--- config.mk ---
export PLATFORM = sky130hd
export DESIGN_NAME = byte_serial_add32_ctrl
export DESIGN_NICKNAME = d
export VERILOG_FILES = /design/src/rtl/byte_serial_add32_ctrl.sv
export SDC_FILE = /design/constraint.sdc
export NUM_CORES = 1
export LEC_CHECK = 0
export BUFFER_PORTS_ARGS = -buffer_cell sky130_fd_sc_hd__buf_2
export CAP_MARGIN = 10
export CELL_PAD_IN_SITES_DETAIL_PLACEMENT = 0
export CELL_PAD_IN_SITES_GLOBAL_PLACEMENT = 1
export CORE_UTILIZATION = 45
export DETAILED_ROUTE_END_ITERATION = 6
export PLACE_DENSITY = 0.93
export SLEW_MARGIN = 25
export SYNTH_ARGS = -nofsm -noshare
export SYNTH_HDL_FRONTEND = slang
export SYNTH_SLANG_ARGS = --single-unit
--- constraint.sdc ---
create_clock -name clk -period 7.7 [get_ports clk]
set_clock_uncertainty 0.05 [all_clocks]
set_input_delay 1.54 -clock clk [delete_from_list [all_inputs] [get_ports clk]]
set_output_delay 1.54 -clock clk [all_outputs]
set_load 0.02 [all_outputs]
--- src/rtl/byte_serial_add32_ctrl.sv ---
`default_nettype none
// ============================================================================
//  Module      : byte_serial_add32_ctrl
//  Description : Sequences a WIDTH-bit add/subtract through an external
//                SLICE_W-bit adder slice, least-significant slice first,
//                rippling the carry through a register between passes.
//  Revision    : 1.0  initial release
// ============================================================================
module byte_serial_add32_ctrl #(
    parameter int WIDTH   = 32,
    parameter int SLICE_W = 8
) (
    input  logic               clk,
    input  logic               rst,
    input  logic               start,
    input  logic               op_sub,
    input  logic [WIDTH-1:0]   a,
    input  logic [WIDTH-1:0]   b,
    output logic               busy,
    output logic               done,
    output logic [WIDTH-1:0]   result,
    output logic               carry_out,
    output logic               overflow,
    output logic               zero,
    output logic [SLICE_W-1:0] slice_a,
    output logic [SLICE_W-1:0] slice_b,
    output logic               slice_cin,
    input  logic [SLICE_W-1:0] slice_sum,
    input  logic               slice_cout
);

    localparam int N_SLICES = WIDTH / SLICE_W;
    localparam int c_IDX_W  = (N_SLICES > 1) ? $clog2(N_SLICES) : 1;
    localparam logic [c_IDX_W-1:0] c_LAST_IDX = c_IDX_W'(N_SLICES - 1);

    // A WIDTH that is not a whole number of slices cannot be sequenced.
    if ((WIDTH % SLICE_W) != 0) begin : g_bad_width
        $error("WIDTH must be an integer multiple of SLICE_W");
    end

    typedef enum logic [1:0] {
        S_IDLE = 2'd0,
        S_RUN  = 2'd1,
        S_DONE = 2'd2
    } state_t;

    state_t               r_state;
    state_t               w_state_next;
    logic [c_IDX_W-1:0]   r_idx;
    logic [WIDTH-1:0]     r_opa;
    logic [WIDTH-1:0]     r_opb;      // already inverted for subtract
    logic                 r_carry;
    logic [WIDTH-1:0]     r_result;
    logic                 r_carry_out;
    logic                 r_overflow;
    logic                 r_zero;
    logic                 w_accept;
    logic                 w_last;
    logic [WIDTH-1:0]     w_result_asm;

    assign w_accept = (r_state == S_IDLE) && start;
    assign w_last   = (r_state == S_RUN) && (r_idx == c_LAST_IDX);

    // State register.
    always_ff @(posedge clk or posedge rst) begin
        if (rst) begin
            r_state <= S_IDLE;
        end else begin
            r_state <= w_state_next;
        end
    end

    // Next-state decode: RUN holds for exactly N_SLICES passes, DONE for one cycle.
    always_comb begin
        w_state_next = r_state;
        case (r_state)
            S_IDLE:  if (start)  w_state_next = S_RUN;
            S_RUN:   if (w_last) w_state_next = S_DONE;
            S_DONE:  w_state_next = S_IDLE;
            default: w_state_next = S_IDLE;
        endcase
    end

    // Result as it will look once the current pass is written, used for the zero flag.
    always_comb begin
        w_result_asm = r_result;
        w_result_asm[r_idx*SLICE_W +: SLICE_W] = slice_sum;
    end

    // Operand capture, slice stepping, result assembly and final flags.
    always_ff @(posedge clk or posedge rst) begin
        if (rst) begin
            r_idx       <= '0;
            r_opa       <= '0;
            r_opb       <= '0;
            r_carry     <= 1'b0;
            r_result    <= '0;
            r_carry_out <= 1'b0;
            r_overflow  <= 1'b0;
            r_zero      <= 1'b0;
        end else if (w_accept) begin
            // Subtract is a + ~b + 1: the +1 enters as the first carry-in.
            r_opa   <= a;
            r_opb   <= op_sub ? ~b : b;
            r_carry <= op_sub;
            r_idx   <= '0;
        end else if (r_state == S_RUN) begin
            r_result[r_idx*SLICE_W +: SLICE_W] <= slice_sum;
            r_carry <= slice_cout;
            r_idx   <= r_idx + 1'b1;
            if (w_last) begin
                r_carry_out <= slice_cout;
                r_overflow  <= (r_opa[WIDTH-1] == r_opb[WIDTH-1]) &&
                               (slice_sum[SLICE_W-1] != r_opa[WIDTH-1]);
                r_zero      <= (w_result_asm == '0);
            end
        end
    end

    // Slice operands come only from registers and are parked at zero outside RUN.
    always_comb begin
        slice_a   = '0;
        slice_b   = '0;
        slice_cin = 1'b0;
        if (r_state == S_RUN) begin
            slice_a   = r_opa[r_idx*SLICE_W +: SLICE_W];
            slice_b   = r_opb[r_idx*SLICE_W +: SLICE_W];
            slice_cin = r_carry;
        end
    end

    assign busy      = (r_state == S_RUN) || (r_state == S_DONE);
    assign done      = (r_state == S_DONE);
    assign result    = r_result;
    assign carry_out = r_carry_out;
    assign overflow  = r_overflow;
    assign zero      = r_zero;

endmodule
`default_nettype wire

==> results.json <==
{
  "rows": 38,
  "htree_levels": 3,
  "critPathSlowestCell": "dfrtp_1",
  "setup_viol": 0,
  "finalHoldViolCount": 0,
  "drt.antenna.violating_nets": 0,
  "fillCellCount": 973,
  "cts_buffer_depth": 2,
  "wl_per_cell_um": 16.02,
  "syn_inst": 441,
  "post-route-drc-count": 0,
  "synth_area_um2": 5091,
  "drv_cap": 0,
  "register_area_um2": 2603,
  "drtIter0Drc": 176,
  "gp_congestion": 0.7942,
  "crit_path_max_incr_delay_ns": 1.02,
  "multi_input_area_um2": 2336,
  "regToRegEndpoint": "zero",
  "arrival_ns": 2.11,
  "worstHoldStart": "r_opb[21]",
  "synthArstFlopShare": 1.000,
  "cts_tree": "yes",
  "cp-startpoint": "r_idx[1]",
  "synth_cell_types": 39,
  "instances_no_fill": 703,
  "post_cts_resized": 0,
  "grt.overflow.total": 0,
  "vdd_drop_max_mv": 0.1984,
  "grt_use_total": 0.2028,
  "place_worst_setup_slack_ns": 4.325,
  "nets": 645,
  "slew_viol_final": 0,
  "cts_setup_buffers": 0,
  "tns_ns": 0,
  "timing.final.ws_setup_ns": 3.995,
  "yosys_warnings": 0,
  "hold_slack_ns": 0.4308,
  "final_common_cell": "buf_2",
  "worstReg2RegStart": "r_idx[1]",
  "die_y_um": 108.4,
  "ys_seq_area_frac": 0.5112,
  "dpl.cell_count": 687,
  "rsz0062_at_grt": "no",
  "core-area_um2": 10940,
  "p_leak_nw": 2.870,
  "totalWireLength_um": 11260,
  "initial_core_util": 0.4656,
  "cts-buffers-inserted": 9,
  "place_hpwl_um": 7933,
  "min_period_ns": 3.705,
  "fmaxAchievable_mhz": 269.9,
  "startpoint_type": "flop",
  "fin_total_pwr_mw": 2.557,
  "syn_to_final_growth_pct": 20.00,
  "pin_count": 131,
  "grt_pass1_wl_um": 18380,
  "firstDrtPassIters": 4,
  "vias": 3733,
  "insertedDiodeCount": 0,
  "synth_edf_count": 0,
  "worstMarginPinSlew_ns": 1.025,
  "die_x_um": 108.4,
  "final_core_util": 0.5587,
  "die-area_um2": 11740,
  "worstHoldEndpoint": "r_opb[21]",
  "yosys.area.top_type_share": 0.5112,
  "ys_ff_latch": 104,
  "relSlewSlack": 0.3168,
  "drive_gt1_frac": 0.3748,
  "rrSetupSlack_ns": 4.75,
  "status": "finished clean",
  "final_cell_mix": "buf_2 (130), dfrtp_1 (104), nand2_1 (68)",
  "final_cell_area_um2": 6110,
  "crit_type": "flop to primary output",
  "cts.sinks": 104,
  "first_global_vias": 3808,
  "clock_latency_ns": 0.34,
  "end_kind": "primary output",
  "path_buf_inv": 1,
  "avgSynthCellArea_um2": 11.54,
  "clk_pin_slew_worst_paths_ns": 0.07,
  "critPathTopFamily": "flip-flops",
  "syn_nets": 528,
  "viasPerCell": 5.310,
  "place_area_um2": 5818,
  "ff2ff_path_depth": 7,
  "ctsHoldBuffers": 0,
  "crit_fanout": 21,
  "root_buffer": "clkbuf_16",
  "grt_max_degree": 101,
  "synthTopCellsByArea": "dfrtp_1 (51%), mux2_2 (7.3%), mux4_2 (7.1%)",
  "power.density_nw_per_um2": 418.5,
  "antenna_found_initial": 0,
  "final.period_utilization": 0.4812,
  "yosysTopAreaCell": "dfrtp_1",
  "synthFlopType": "dfrtp_1",
  "port_buffers": 130,
  "hold_path_depth": 2,
  "crit_path_cell_trace": "mux4_2, and2_1, buf_2",
  "required_ns": 6.11,
  "holdCritPathClass": "flop to flop"
}
## worst max-delay path by stage
stage,end,slack [ns],cells past startpoint
CTS,slice_a[7],3.97,3
detailed placement,slice_a[7],4.33,3
finish,slice_b[5],4.00,3
global route,slice_b[4],3.89,3
floorplan,carry_out,3.38,1
global placement,slice_b[5],4.37,3
## Yosys cell counts, drive strengths merged (2+ instances only)
cell     instances
inv              7
nand2           70
o2111ai          2
mux2i            2
nor4b            2
xnor2           33
nor2            10
buf             15
ha              10
nor3             4
nand3            4
mux4            16
a21oi            9
o21ai           51
mux2            33
nor4             9
nand2b           2
clkbuf          12
and2            18
a22o            20
dfrtp          104
## cell type report
cell class / instances / share of cell area
Timing Repair Buffer: 133 / 0.1102
Sequential cell: 104 / 0.4260
Clock buffer: 9 / 0.03686
Inverter: 7 / 0.005120
Multi-Input combinational cell: 303 / 0.3823
Tap cell: 140 / 0.02867
Clock inverter: 7 / 0.01085
## worst min-delay path, delay by kind of cell, from the launching register on
family	cells	cell delay [ns]
AO/OA/AOI/OAI	1	0.06
flip-flops	1	0.35
AND/OR/NAND/NOR	1	0.04
## power breakdown
| group | switching [mW] | internal (mW) |
|---|---|---|
| logic | 0.636 | 0.520 |
| clock network | 0.215 | 0.227 |
| registers | 0.166 | 0.793 |
## state kept, by name, summed over array words and instances (netlist names)
| name | cells |
|---|---|
| carry_out | 1 |
| r_idx | 2 |
| r_state | 2 |
| r_opa | 32 |
| result | 32 |
| zero | 1 |
| r_opb | 32 |
| r_carry | 1 |
| overflow | 1 |
## routing by layer
layer  up-vias  share of wire  global-route usage
met1      1787           0.43              0.2588
met4         0          0.014             0.06950
met2       149           0.48              0.3262
met5         -              0                   0
met3        16          0.081             0.06450
li1       1781              -                   -
## cells by family after synthesis
family	synth area share
fa+ha+maj	0.02458
flops	0.5112
compound gates	0.1049
simple gates	0.1234
xor+xnor	0.05677
mux	0.1477
buf+inv	0.03146
(Power assumes the default switching activity.)
